<file path="src/rtl/fir_pkg.sv">
// fir_pkg: shared widths, FSM state encoding and divide length for the FIR receive path.
package fir_pkg;
  localparam int XW = 16;
  localparam int HW = 16;
  localparam int YW = 32;
  localparam int DIV_CYC = YW;
  typedef enum logic [1:0] {IDLE = 2'd0, SUB = 2'd1, DIV = 2'd2, DONE = 2'd3} state_t;
endpackage

</file>
<file path="src/rtl/fir_seq_div.sv">
// fir_seq_div: signed restoring divider, one quotient bit per cycle, truncating toward zero.
module fir_seq_div #(
  parameter int NW = 32,
  parameter int DW = 16
) (
  input  logic                 CLK,
  input  logic                 rst,
  input  logic                 start,
  input  logic signed [NW-1:0] num,
  input  logic signed [DW-1:0] den,
  output logic                 busy,
  output logic                 done,
  output logic signed [NW-1:0] quo,
  output logic signed [DW-1:0] rem
);
  localparam int CW = $clog2(NW);
  logic [NW-1:0] a_q, a_d;
  logic [DW-1:0] r_q, r_d, d_q, d_d, rn;
  logic [CW-1:0] cnt_q, cnt_d;
  logic busy_q, busy_d, done_q, done_d, qneg_q, qneg_d, rneg_q, rneg_d;
  logic [DW:0] rs;
  logic ge, last;
  always_comb begin
    rs = {r_q, a_q[NW-1]};
    ge = rs >= {1'b0, d_q};
    rn = ge ? DW'(rs - {1'b0, d_q}) : rs[DW-1:0];
    last = busy_q && cnt_q == CW'(NW - 1);
    a_d = start ? (num[NW-1] ? -num : num) : busy_q ? {a_q[NW-2:0], ge} : a_q;
    r_d = start ? '0 : busy_q ? rn : r_q;
    d_d = start ? (den[DW-1] ? -den : den) : d_q;
    cnt_d = start ? '0 : busy_q ? cnt_q + 1'b1 : cnt_q;
    busy_d = start | (busy_q & ~last);
    done_d = ~start & (done_q | last);
    qneg_d = start ? num[NW-1] ^ den[DW-1] : qneg_q;
    rneg_d = start ? num[NW-1] : rneg_q;
  end
  always_ff @(posedge CLK or negedge rst) begin
    if (!rst) begin
      a_q <= '0;
      r_q <= '0;
      d_q <= '0;
      cnt_q <= '0;
      busy_q <= 1'b0;
      done_q <= 1'b0;
      qneg_q <= 1'b0;
      rneg_q <= 1'b0;
    end else begin
      a_q <= a_d;
      r_q <= r_d;
      d_q <= d_d;
      cnt_q <= cnt_d;
      busy_q <= busy_d;
      done_q <= done_d;
      qneg_q <= qneg_d;
      rneg_q <= rneg_d;
    end
  end
  assign busy = busy_q;
  assign done = done_q;
  assign quo = qneg_q ? -a_q : a_q;
  assign rem = rneg_q ? -r_q : r_q;
endmodule

</file>
<file path="src/rtl/fir3_inverse.sv">
// fir3_inverse: recovers x[n] = (y[n] - h1*x[n-1] - h2*x[n-2]) / h0 from a 3-tap FIR output.
module fir3_inverse
  import fir_pkg::*;
(
  input  logic                 CLK,
  input  logic                 rst,
  input  logic                 in_valid,
  output logic                 in_ready,
  input  logic signed [YW-1:0] y_in,
  input  logic signed [HW-1:0] h0,
  input  logic signed [HW-1:0] h1,
  input  logic signed [HW-1:0] h2,
  input  logic                 hist_clr,
  output logic                 out_valid,
  input  logic                 out_ready,
  output logic signed [XW-1:0] x_out,
  output logic                 out_inexact,
  output logic                 out_ovf,
  output logic                 out_err
);
  state_t state_q, state_d;
  logic signed [YW-1:0] y_q, y_d, r, quo;
  logic signed [HW-1:0] h0_q, h0_d, h1_q, h1_d, h2_q, h2_d, div_rem;
  logic signed [XW-1:0] x1_q, x1_d, x2_q, x2_d, x_q, x_d, q_lo;
  logic signed [HW+XW-1:0] p1, p2;
  logic inexact_q, inexact_d, ovf_q, ovf_d, err_q, err_d;
  logic in_ready_q, in_ready_d, out_valid_q, out_valid_d;
  logic h0_zero, accept, clr, hs, div_start, div_exit, div_busy, div_done;
  always_comb begin
    p1 = h1_q * x1_q;
    p2 = h2_q * x2_q;
    r = y_q - YW'(p1) - YW'(p2);
    h0_zero = h0_q == '0;
    q_lo = quo[XW-1:0];
    accept = state_q == IDLE && in_valid;
    clr = state_q == IDLE && hist_clr;
    hs = state_q == DONE && out_ready;
    div_start = state_q == SUB && !h0_zero && !div_busy;
    // a zero divisor skips the divider but still spends one cycle in DIV
    div_exit = state_q == DIV && (h0_zero || div_done);
    state_d = accept ? SUB : state_q == SUB ? DIV : div_exit ? DONE : hs ? IDLE : state_q;
    y_d = accept ? y_in : y_q;
    h0_d = accept ? h0 : h0_q;
    h1_d = accept ? h1 : h1_q;
    h2_d = accept ? h2 : h2_q;
    x1_d = clr ? '0 : hs ? x_q : x1_q;
    x2_d = clr ? '0 : hs ? x1_q : x2_q;
    x_d = div_exit ? (h0_zero ? '0 : q_lo) : x_q;
    inexact_d = div_exit ? !h0_zero && div_rem != '0 : inexact_q;
    ovf_d = div_exit ? !h0_zero && quo != YW'(q_lo) : ovf_q;
    err_d = div_exit ? h0_zero : err_q;
    in_ready_d = state_d == IDLE;
    out_valid_d = state_d == DONE;
  end
  always_ff @(posedge CLK or negedge rst) begin
    if (!rst) begin
      state_q <= IDLE;
      y_q <= '0;
      h0_q <= '0;
      h1_q <= '0;
      h2_q <= '0;
      x1_q <= '0;
      x2_q <= '0;
      x_q <= '0;
      inexact_q <= 1'b0;
      ovf_q <= 1'b0;
      err_q <= 1'b0;
      in_ready_q <= 1'b0;
      out_valid_q <= 1'b0;
    end else begin
      state_q <= state_d;
      y_q <= y_d;
      h0_q <= h0_d;
      h1_q <= h1_d;
      h2_q <= h2_d;
      x1_q <= x1_d;
      x2_q <= x2_d;
      x_q <= x_d;
      inexact_q <= inexact_d;
      ovf_q <= ovf_d;
      err_q <= err_d;
      in_ready_q <= in_ready_d;
      out_valid_q <= out_valid_d;
    end
  end
  fir_seq_div #(.NW(YW), .DW(HW)) u_div (
    .CLK(CLK), .rst(rst), .start(div_start), .num(r), .den(h0_q),
    .busy(div_busy), .done(div_done), .quo(quo), .rem(div_rem)
  );
  assign in_ready = in_ready_q;
  assign out_valid = out_valid_q;
  assign x_out = x_q;
  assign out_inexact = inexact_q;
  assign out_ovf = ovf_q;
  assign out_err = err_q;
endmodule

</file>
<file path="config.mk">
export PLATFORM = sky130hd
export DESIGN_NAME = fir3_inverse
export DESIGN_NICKNAME = d
export VERILOG_FILES = /design/src/rtl/fir_pkg.sv /design/src/rtl/fir_seq_div.sv /design/src/rtl/fir3_inverse.sv
export SDC_FILE = /design/constraint.sdc
export NUM_CORES = 2
export LEC_CHECK = 0
export CAP_MARGIN = 20
export CORE_MARGIN = 2
export CORE_UTILIZATION = 35
export CTS_CLUSTER_DIAMETER = 50
export CTS_CLUSTER_SIZE = 14
export DETAILED_ROUTE_END_ITERATION = 6
export SLEW_MARGIN = 40
export SYNTH_ARGS = -nofsm -noshare
export SYNTH_HDL_FRONTEND = slang
export SYNTH_SLANG_ARGS = --single-unit
</file>
<file path="constraint.sdc">
create_clock -name CLK -period 9.2 [get_ports CLK]
set_clock_uncertainty 0.05 [all_clocks]
set_input_delay 1.84 -clock CLK [delete_from_list [all_inputs] [get_ports CLK]]
set_output_delay 1.84 -clock CLK [all_outputs]
set_load 0.005 [all_outputs]
</file>
== Word level (Yosys, flattened, before mapping) ==
Cells that the tools add are included.

* Add/subtract/negate cells: 8
* Multiply operators: 2
* $lt $le $gt $ge: 1
* Equality and inequality tests: 6
* Mux-type cells: 20
* Bitwise logic cells: 7
* Reduce and logical (&&, ||, !) cells: 18

{| class="wikitable"
|+ Operator list
! kind !! number
|-
| 16-bit 2-to-1 mux || 10
|-
| 32-bit 2-to-1 mux || 4
|-
| 16-bit by 16-bit multiplier with 32-bit output || 2
|-
| 32-bit negation || 2
|-
| 32-bit subtractor || 2
|-
| 16-bit negation || 2
|-
| 17-bit by 16-bit greater-or-equal comparator with 1-bit output || 1
|-
| 16-bit zero test || 1
|-
| 16-bit by 1-bit != test with 1-bit output || 1
|-
| 16-bit nonzero test || 1
|-
| 16-bit subtractor || 1
|-
| 5-bit 2-to-1 mux || 2
|-
| 1-bit logical AND || 9
|-
| 2-bit 2-to-1 mux || 4
|-
| 2-bit equality test, second input constant || 3
|-
| 5-bit by 1-bit adder with 5-bit output, second input constant || 1
|-
| 5-bit equality test, second input constant || 1
|-
| 2-bit zero test || 2
|-
| 2-bit nonzero test || 2
|-
| 1-bit AND || 2
|-
| 2-bit by 1-bit equality test with 1-bit output, second input constant || 1
|-
| 1-bit zero test || 2
|-
| 1-bit NOT || 2
|-
| 1-bit bitwise OR || 2
|-
| other kinds (2) || 2
|}

* Bits in registers: 208
* Input port bits: 85
* Word-level logic and storage cells: 83

== Logic depth before layout (Yosys ltp) ==
* Depth in word-level cells: 7
* Gate-level depth with buffers: 34

== Modules after synthesis ==
A second synthesis with hierarchy kept.

* Cells, all modules: 3312
* Area, all modules: 32005.7 µm²

{| class="wikitable"
|+ By module, submodules not included
! module !! times used !! cells an instance !! area an instance (µm²)
|-
| fir3_inverse || 1 || 2601 || 26076.3
|-
| fir_seq_div || 1 || 711 || 5929.4
|}

== Worst setup path before layout ==
No wires, ideal clock.

* Path type: reg-to-reg
* From: register h2_q[15]
* To: register u_div.a_q[30]
* Setup time: 0.138 ns
* Arrival time: 7.999 ns
* Required time: 9.012 ns
* Slack: 1.013 ns
* Cell stages (with the launch flop): 26
* Period minus slack after synthesis: 8.187 ns
* Cell sequence: dfrtp_1 > clkbuf_1 > nand2_1 > fa_1 > fa_1 > inv_1 > fa_1 > fa_1 > fa_1 > inv_1 > fa_1 > fa_1 > inv_1 > fa_1 > inv_1 > ha_1 > a21oi_1 > o21ai_0 > or4_1 > and3_4 > or3b_4 > or3_4 > a2111oi_4 > a41oi_1 > xnor2_1 > o221ai_1

* Longest elaborated chain between the ends: 5

{| class="wikitable"
|+ RTL lines
! element !! RTL line !! RTL
|-
| start, declared || fir3_inverse.sv:23 || <nowiki>logic signed [HW-1:0] h0_q, h0_d, h1_q, h1_d, h2_q, h2_d, div_rem;</nowiki>
|-
| start signal, assigned || fir3_inverse.sv:61 || <nowiki>h2_q <= '0;</nowiki>
|-
| start signal, assigned || fir3_inverse.sv:75 || <nowiki>h2_q <= h2_d;</nowiki>
|-
| 16-bit by 16-bit multiplier with 32-bit output (*) || fir3_inverse.sv:31 || <nowiki>p2 = h2_q * x2_q;</nowiki>
|-
| 32-bit subtractor (*) || fir3_inverse.sv:32 || <nowiki>r = y_q - YW'(p1) - YW'(p2);</nowiki>
|-
| 32-bit negation || fir_seq_div.sv:28 || <nowiki>a_d = start ? (num[NW-1] ? -num : num) : busy_q ? {a_q[NW-2:0], ge} : a_q;</nowiki>
|-
| 32-bit 2-to-1 mux (*) (2 in series) || fir_seq_div.sv:28 ||
|-
| end signal, assigned || fir_seq_div.sv:39 || <nowiki>a_q <= '0;</nowiki>
|-
| end signal, assigned || fir_seq_div.sv:48 || <nowiki>a_q <= a_d;</nowiki>
|-
| end, declared || fir_seq_div.sv:17 || <nowiki>logic [NW-1:0] a_q, a_d;</nowiki>
|}

Mark *: on every way between the ends. The rest lies on a longest branch, timed or not.
A chain may end at the register's enable or synchronous reset.

== Final worst setup path ==
* From: register x2_q[8]
* To: register u_div.a_q[30]

* Longest elaborated chain between the ends: 5

{| class="wikitable"
|+ RTL lines
! element !! RTL line !! RTL
|-
| start, declared || fir3_inverse.sv:24 || <nowiki>logic signed [XW-1:0] x1_q, x1_d, x2_q, x2_d, x_q, x_d, q_lo;</nowiki>
|-
| start signal, assigned || fir3_inverse.sv:63 || <nowiki>x2_q <= '0;</nowiki>
|-
| start signal, assigned || fir3_inverse.sv:77 || <nowiki>x2_q <= x2_d;</nowiki>
|-
| 16-bit by 16-bit multiplier with 32-bit output (*) || fir3_inverse.sv:31 ||
|-
| 32-bit subtractor (*) || fir3_inverse.sv:32 ||
|-
| 32-bit negation || fir_seq_div.sv:28 ||
|-
| 32-bit 2-to-1 mux (*) (2 in series) || fir_seq_div.sv:28 ||
|}

Marked as above.

==> key figures <==
Status
  • Status: completed

Global route
  • Global-route wire length before repair: 143,000 µm
  • Number of global-route vias before repair: 24,900
  • Total GRT Usage: 19.5%
  • Global route overflow: 0
  • Initial antenna violation count: 4
  • Pin count of the biggest net entering global routing: 73

Job
  • Max-cap viol count: 0

Setup path
  • Worst r2r path cells: 25
  • Max stage delay on crit path: 0.80 ns
  • Critical path's slowest cell: dfrtp_1
  • Critical path class: flip-flop to flip-flop
  • Worst-path fanout max: 17
  • WP data required: 9.61 ns
  • Startpoint Class: flip-flop
  • Critical Path Most Common Cell: fa_1
  • Critical Path Sink Type: flip-flop
  • Worst EP arrival: 9.28 ns

Detailed routing
  • Detailed Route WL: 87,800 µm
  • DRC Markers: 0
  • DR vias: 22,900
  • First-pass DRT Iterations: 5
  • Avg WL per Cell: 18.7 µm
  • Antenna viol nets, final: 0
  • DRT iter0 DRCs: 1,525
  • Vias per cell: 4.89

Clock tree
  • Htree depth: 2
  • Post-CTS Hold Buffers: 0
  • Setup bufs post-CTS: 0
  • Clk Latency, worst-skew pair: 0.61 ns
  • Clock Sinks: 208
  • CTS tree: built
  • CTS clk-pin slew, worst paths: 0.06 ns
  • Clock Root Buffer: clkbuf_16
  • CTS Buf Count: 44
  • Clock Tree Buf Depth: 3

Placement
  • Place WS: 0.345 ns
  • Routability cong.: 0.905
  • IO buf count: 105
  • DP HPWL: 72,000 µm

Timing
  • Setup TNS Final: 0 ns
  • Worst slew pin tran: 0.812 ns
  • FMAX: 113 MHz
  • Max Slew Vio Count: 0
  • RSZ-0062 raised after global routing: no
  • Final hold violations: 0
  • Tcrit/Tclk final: 96.3%
  • Final setup fails: 0
  • PnR worst setup slack: 0.338 ns
  • Relative slew slack: 45.8%
  • Fin crit period: 8.86 ns

Logic synthesis
  • Top_reg_cell synth: dfrtp_1
  • Ys async rst share: 100%
  • Top cells by area, synth: fa_1 (38%), dfrtp_1 (16%), inv_1 (8.3%), ha_1 (7.3%), nand2_1 (5.1%)
  • Most frequent cells after synthesis: inv_1 (713), fa_1 (613), nand2_1 (436), and2_1 (239), dfrtp_1 (208)
  • Share of the synthesized area in the top cell type: 38.1%
  • Mapped Nets: 4,289
  • Post-Syn Area per Cell: 9.47 µm²
  • Area leader, netlist: fa_1
  • Register area share after synthesis: 16.1%
  • Synth unique cells: 87
  • Post-synthesis cell count: 3,404
  • Post-Syn Area: 0.0322 mm²
  • Post-synth EDFFs: 0
  • Ys Warns: 0
  • Post-synthesis register bit count: 208
  • Count leader, synth: inv_1

Finish
  • Fillcell total: 9,055
  • Layout cells sized above 1: 7.48%
  • Antenna cells: 0
  • Register area: 0.00522 mm²
  • Final net count: 4,353
  • Area of the multi-input gates: 0.0238 mm²
  • Area delta synth->final: 12.6%

Floorplan
  • Io pins: 106
  • Starting Density: 35.2%
  • Core Region: 0.0915 mm²
  • Chip height: 307 µm
  • DIE WIDTH: 307 µm
  • Full die area: 0.0946 mm²
  • Rows: 111

Hold path
  • Worst Hold Class: flip-flop to flip-flop
  • Hold Path Cell Cnt: 2
-- state kept, by name, indices dropped and copies added, names as in the netlist --
signal and count:
u_div.rneg_q 1, out_inexact 1, h1_q 16, out_ovf 1, u_div.a_q 32, x2_q 16, out_err 1, out_valid 1
u_div.busy 1, y_q 32, u_div.done 1, u_div.r_q 16, x1_q 16, state_q 2, x_out 16, in_ready 1
h2_q 16, u_div.qneg_q 1, u_div.cnt_q 5, h0_q 16, u_div.d_q 16
-- cells by family (layout without fill, tap and decap cells) --
family | Yosys count | count (layout) | synth area share [%]
AO/OA/AOI/OAI | 379 | 379 | 7.62
XOR/XNOR | 111 | 111 | 3.02
adder cells (fa/ha/maj) | 800 | 800 | 45.3
buffers and inverters | 862 | 961 | 10.2
flip-flops | 208 | 208 | 16.1
multiplexers | 97 | 97 | 3.32
AND/OR/NAND/NOR | 947 | 947 | 14.4
-- worst max-delay path, delay by kind of cell, from the launching register on --
family                     cells  cell delay [ns]
adders and majority gates      9             4.42
DFF                            1             0.80
xor gates and xnor gates       2             0.47
and+or+nand+nor                3             1.03
buffers and inverters          4             0.22
AOI/OAI and AO/OA              7             1.69
-- through the flow --
| stage | cells | cell area [µm²] | util, % | hold slack [ns] |
|---|---|---|---|---|
| after floorplan | 3404 | 32200 | - | 0.399 |
| after global placement | 4605 | 34600 | 37.8 | 0.419 |
| after detailed placement | 4608 | 34700 | 37.9 | 0.445 |
| after CTS | 4689 | 36300 | 39.6 | 0.468 |
| after global routing | 4689 | 36300 | 39.6 | 0.484 |
| final | 4689 | 36300 | 39.6 | 0.462 |
-- routing by layer --
layer | global-route usage, % | up-vias | share of wire (%)
li1 | - | 10600 | -
met1 | 27.1 | 11600 | 45
met2 | 30.0 | 654 | 44
met3 | 5.79 | 115 | 8.5
met4 | 4.56 | 2 | 2.3
met5 | 0 | - | 0.017
-- layout by cell type, fill, tap and decap left out, types with 27 or more instances in the layout --
cell and count:
buf_4 56, nor2b_1 27, xor2_1 37, and2_1 238, ha_1 187, inv_1 713, dfrtp_1 195, o21ai_0 118
nand2_1 436, nor3_1 37, a21oi_1 74, fa_1 613, xnor2_1 74, nor2_1 79, mux2_2 80, clkbuf_16 44
o31ai_1 28, clkdlybuf4s50_1 104
-- final timing paths --
check	from	end	slack (ns)
max	x2_q[8]	u_div.a_q[30]	0.34
min in group asynchronous	rst	y_q[25]	1.03
min reg2reg	u_div.d_q[1]	u_div.d_q[1]	0.46
max reg2reg	x2_q[8]	u_div.a_q[30]	0.34
max in group asynchronous	rst	h2_q[5]	6.78
min	u_div.d_q[1]	u_div.d_q[1]	0.46
-- cell type report --
cell class | instances | area share (%)
flip-flops and latches | 208 | 14.4
well taps | 1186 | 4.09
clock inverters | 30 | 1.09
inverters | 714 | 7.39
clock buffers | 51 | 3.22
multi-input cells | 2334 | 65.5
repair buffers | 166 | 4.34
-- timing repair --
| item | in CTS | in global routing |
|---|---|---|
| gates resized for setup | 0 | 13 |
| hold endpoints to repair | 0 | 0 |
| setup endpoints to repair | 0 | 12 |
Power is left out: the tool's default activity adds up to more than one toggle a clock period on the data nets, which glitch-free logic cannot reach.
